`config.mk`:
```
export PLATFORM = sky130hd
export DESIGN_NAME = dmem_arbiter
export DESIGN_NICKNAME = d
export VERILOG_FILES = /design/src/rtl/dmem_arbiter.sv
export SDC_FILE = /design/constraint.sdc
export NUM_CORES = 1
export LEC_CHECK = 0
export ABC_AREA = 0
export CAP_MARGIN = 20
export CORE_MARGIN = 5
export CORE_UTILIZATION = 36
export CTS_CLUSTER_SIZE = 16
export DETAILED_ROUTE_END_ITERATION = 8
export PLACE_DENSITY = 0.76
export SETUP_SLACK_MARGIN = 0.02
export SLEW_MARGIN = 40
export SYNTH_ARGS = -nofsm -noshare
export SYNTH_HDL_FRONTEND = slang
export SYNTH_SLANG_ARGS = --single-unit
```
`constraint.sdc`:
```
create_clock -name clk -period 2 [get_ports clk]
set_clock_uncertainty 0.2 [all_clocks]
set_input_delay 0.3 -clock clk [delete_from_list [all_inputs] [get_ports clk]]
set_output_delay 0.3 -clock clk [all_outputs]
set_load 0.005 [all_outputs]
```
`src/rtl/dmem_arbiter.sv`:
```
// dmem_arbiter: shares one single-port data memory between a CPU port (m0)
// and a DMA/debug port (m1). Round-robin arbitration, req/ack handshake,
// WAIT_CYCLES extra strobe cycles per access, misaligned-address rejection.
// Every memory-side output and every ack/err/rdata output is a flop.
module dmem_arbiter #(
    parameter int unsigned WAIT_CYCLES = 0,
    parameter int unsigned AW          = 32,
    parameter int unsigned DW          = 32
) (
    input  logic          clk,
    input  logic          reset,
    input  logic          m0_req,
    input  logic          m0_we,
    input  logic [AW-1:0] m0_addr,
    input  logic [DW-1:0] m0_wdata,
    output logic          m0_ack,
    output logic          m0_err,
    output logic [DW-1:0] m0_rdata,
    input  logic          m1_req,
    input  logic          m1_we,
    input  logic [AW-1:0] m1_addr,
    input  logic [DW-1:0] m1_wdata,
    output logic          m1_ack,
    output logic          m1_err,
    output logic [DW-1:0] m1_rdata,
    output logic          mem_read,
    output logic          mem_write,
    output logic [AW-1:0] mem_addr,
    output logic [DW-1:0] mem_wdata,
    input  logic [DW-1:0] mem_rdata,
    output logic          busy
);

    localparam logic [1:0] IDLE   = 2'd0;
    localparam logic [1:0] ACCESS = 2'd1;
    localparam logic [1:0] DONE   = 2'd2;

    localparam int unsigned   CW       = (WAIT_CYCLES > 0) ? $clog2(WAIT_CYCLES + 1) : 1;
    localparam logic [CW-1:0] CNT_LAST = CW'(WAIT_CYCLES);

    logic [1:0]    state;
    logic          last_gnt;
    logic          gnt;
    logic [CW-1:0] cnt;

    logic          pick_valid;
    logic          pick;
    logic          sel_we;
    logic [AW-1:0] sel_addr;
    logic [DW-1:0] sel_wdata;
    logic          misaligned;

    // Arbitration: a lone requester wins; on a tie the port opposite last_gnt wins.
    always_comb begin
        pick_valid = m0_req | m1_req;
        if (m0_req && m1_req) begin
            pick = ~last_gnt;
        end else begin
            pick = m1_req;
        end
        sel_we     = pick ? m1_we    : m0_we;
        sel_addr   = pick ? m1_addr  : m0_addr;
        sel_wdata  = pick ? m1_wdata : m0_wdata;
        misaligned = (sel_addr[1:0] != 2'b00);
    end

    assign busy = (state != IDLE);

    // Main FSM. The mem_* registers double as the latched request: they are
    // loaded on grant, held through ACCESS and cleared when it ends.
    always_ff @(posedge clk) begin
        if (reset) begin
            state     <= IDLE;
            last_gnt  <= 1'b1;
            gnt       <= 1'b0;
            cnt       <= '0;
            mem_read  <= 1'b0;
            mem_write <= 1'b0;
            mem_addr  <= '0;
            mem_wdata <= '0;
            m0_ack    <= 1'b0;
            m0_err    <= 1'b0;
            m0_rdata  <= '0;
            m1_ack    <= 1'b0;
            m1_err    <= 1'b0;
            m1_rdata  <= '0;
        end else begin
            m0_ack <= 1'b0;
            m0_err <= 1'b0;
            m1_ack <= 1'b0;
            m1_err <= 1'b0;
            case (state)
                IDLE: begin
                    if (pick_valid) begin
                        gnt      <= pick;
                        last_gnt <= pick;
                        cnt      <= '0;
                        if (misaligned) begin
                            state <= DONE;
                            if (pick) begin
                                m1_ack <= 1'b1;
                                m1_err <= 1'b1;
                            end else begin
                                m0_ack <= 1'b1;
                                m0_err <= 1'b1;
                            end
                        end else begin
                            state     <= ACCESS;
                            mem_read  <= ~sel_we;
                            mem_write <= sel_we;
                            mem_addr  <= sel_addr;
                            mem_wdata <= sel_wdata;
                        end
                    end
                end
                ACCESS: begin
                    if (cnt == CNT_LAST) begin
                        state     <= DONE;
                        mem_read  <= 1'b0;
                        mem_write <= 1'b0;
                        mem_addr  <= '0;
                        mem_wdata <= '0;
                        if (gnt) begin
                            m1_ack <= 1'b1;
                            if (!mem_write) m1_rdata <= mem_rdata;
                        end else begin
                            m0_ack <= 1'b1;
                            if (!mem_write) m0_rdata <= mem_rdata;
                        end
                    end else begin
                        cnt <= cnt + 1'b1;
                    end
                end
                DONE: begin
                    state <= IDLE;
                end
                default: begin
                    state <= IDLE;
                end
            endcase
        end
    end

endmodule

```
==> impl_metrics.tcl <==
set metrics [dict create \
    clock-sinks 138 \
    final-hold-violation-count 0 \
    multiInputGateArea_um2 3100 \
    wl_um 20500 \
    hold_class "input pin to register" \
    slew_headroom_pct 59.2 \
    syn_inst 741 \
    io_buffer_count 300 \
    path_cells "a21bo_4 -> mux2i_2 -> a211o_2 -> buf_6 -> clkbuf_16 -> mux2_4" \
    power.density_nw_per_um2 750 \
    final.setup.tns_ps 0 \
    htree_levels 4 \
    netlist_area_um2 5950 \
    first_global_vias 5890 \
    worst_ep_arrival_time_ps 2060 \
    worstPathMaxFanout 5 \
    ys_seq_area_share_pct 46.5 \
    dieWidth_um 139 \
    grt_pass1_wl_um 31700 \
    vias 5933 \
    drive_gt1_share_pct 13.7 \
    fp.dieH_um 139 \
    drc 0 \
    finalPower_mw 7.66 \
    viasPerCell 4.65 \
    dr.pass1.iters 6 \
    tightest_slew_ps 612 \
    ys_ff_latch 138 \
    ir_worst_vdd_uv 604 \
    start_kind "register" \
    track_usage_pct 20.4 \
    hold_ws_ps 46.8 \
    setup_slack_ps 39.9 \
    required_ps 2100 \
    critPathKind "register to register" \
    syn-num-nets 907 \
    rsz0062_at_grt "yes" \
    nets 1207 \
    p_leak_nw 3.99 \
    cts_tree "done" \
    synth_edf_count 0 \
    finalCriticalPeriod_ps 1960 \
    clock_path_buffers 2 \
    grt_max_degree 79 \
    dp.cells 1235 \
    cap_violations 0 \
    area_growth_pct 71.6 \
    regArea_um2 2770 \
    cts-root-buf "clkbuf_16" \
    final_area_um2 10200 \
    rrSetupSlack_ps 40 \
    min_period_over_period_pct 98.0 \
    critPathMaxStageDelay_ps 330 \
    die_area_um2 19200 \
    pre_cts_slack_ps -450 \
    clk_pin_slew_ps 60 \
    antenna_found_initial 1 \
    routabilityCongestion 0.809 \
    hpwl_um 14300 \
    synth_cell_types 26 \
    ant_nets 0 \
    final_cells 1276 \
    synthArstFlopShare_pct 0 \
    status "finished, final reports clean" \
    post-route-util_pct 62.2 \
    placed_area_um2 9370 \
    rows 47 \
    finalSetupViolations 0 \
    ys.warnings.count 0 \
    start_util_pct 36.2 \
    fillCellCount 1440 \
    io_pins 301 \
    synth_top_flop_cell "dfxtp_1" \
    crit_path_end_kind "register" \
    syn_avg_cell_area_um2 8.02 \
    slew_viol_final 0 \
    drtIter0Drc 325 \
    crit_slowest_cell "a211o_2" \
    wl_per_cell_um 16.1 \
    grt.overflow.total 0 \
    clock_latency_ps 420 \
    tritoncts.num_buffers 17 \
    core_um2 16400 \
    max_freq_mhz 510 \
]
Yosys cell counts, types with 2 or more instances:
master    instances  area, um^2
nand2b_1          4        25.0
a21oi_1         128         641
mux2i_1           3        30.0
clkbuf_1         46         173
nor3b_1           2        15.0
nand2_1         254         953
nor2b_1          63         394
inv_1             2        7.51
nor3_1            7        35.0
a211o_1           2        17.5
mux2_2           27         304
buf_2             4        20.0
buf_4             3        22.5
nor2_1            7        26.3
buf_1             3        11.3
dfxtp_1         138        2760
or3_1             2        12.5
and3b_1           2        17.5
mux2_1           37         417
cell usage in the layout (no fill, tap or decap), drive strengths merged, types with 2 or more instances in the layout:
cell type      instances
clkinvlp               3
clkdlybuf4s50        296
bufinv                 2
dfxtp                138
buf                   38
nor3                   7
a211o                  2
clkinv                 6
nor2                   7
mux2i                  3
diode                  2
nand2                254
nor3b                  2
or3                    2
nand2b                 4
nor2b                 63
a21oi                128
mux2                  64
and3b                  2
dlygate4sd2            3
clkbuf                19
inv                    5
metal layers:
layer / vias to the layer above / track usage (%) / wire, um
li1: 3014 / - / -
met1: 2699 / 24.1 / 8600
met2: 186 / 34.5 / 9990
met3: 34 / 6.66 / 1400
met4: 0 / 7.80 / 525
met5: - / 0 / 0
final cells by class:
cell class | count | share of cell area [%]
Tap cell | 220 | 2.70
Antenna cell | 2 | 0.0490
Inverter | 2 | 0.0736
Sequential cell | 138 | 27.2
Clock inverter | 14 | 1.43
Multi-Input combinational cell | 544 | 30.4
Clock buffer | 18 | 4.30
Timing Repair Buffer | 338 | 33.9
power breakdown:
part	switching [mW]	leakage, nW	total, mW	internal (mW)
logic	0.595	2.58	1.56	0.965
clock network	1.24	0.283	3.11	1.87
registers	0.0814	1.12	2.99	2.91
critical path, delay by kind of cell, from the launching register on:
kind	cells	cell delay, ps
compound gates	2	540
buf+inv	2	310
mux	2	440
flops	1	320
flip-flops by register name, summed over array words and instances (netlist names):
register   count
mem_wdata     32
m1_rdata      32
m0_err         1
m1_err         1
gnt            1
mem_write      1
last_gnt       1
state          2
mem_addr      32
m1_ack         1
m0_rdata      32
mem_read       1
m0_ack         1
kinds of logic after synthesis:
| group | Yosys count | share of synthesized area, % |
|---|---|---|
| muxes | 67 | 12.6 |
| buffers and inverters | 59 | 4.12 |
| AOI/OAI and AO/OA | 134 | 11.7 |
| and+or+nand+nor | 343 | 25.1 |
| DFF | 138 | 46.5 |
path summary, 6_finish.rpt:
check | from | endpoint | depth (start not counted)
worst max-delay path | last_gnt$_SDFFE_PP1P_ | mem_wdata[28]$_SDFFE_PP0P_ | 6
worst min-delay path | reset | state[0]$_SDFFE_PP0P_ | 3
worst max register to register | last_gnt$_SDFFE_PP1P_ | mem_wdata[28]$_SDFFE_PP0P_ | 6
worst min register to register | m0_rdata[31]$_SDFFE_PP0P_ | m0_rdata[31]$_SDFFE_PP0P_ | 2
what timing repair did:
item                       in CTS  in global routing
gates resized for setup        36                 13
pin swaps                       0                  1
setup buffers                   3                  2
hold buffers                    0                  0
setup endpoints to repair      40                 63
gates cloned                    2                  1
(Power assumes the default switching activity.)
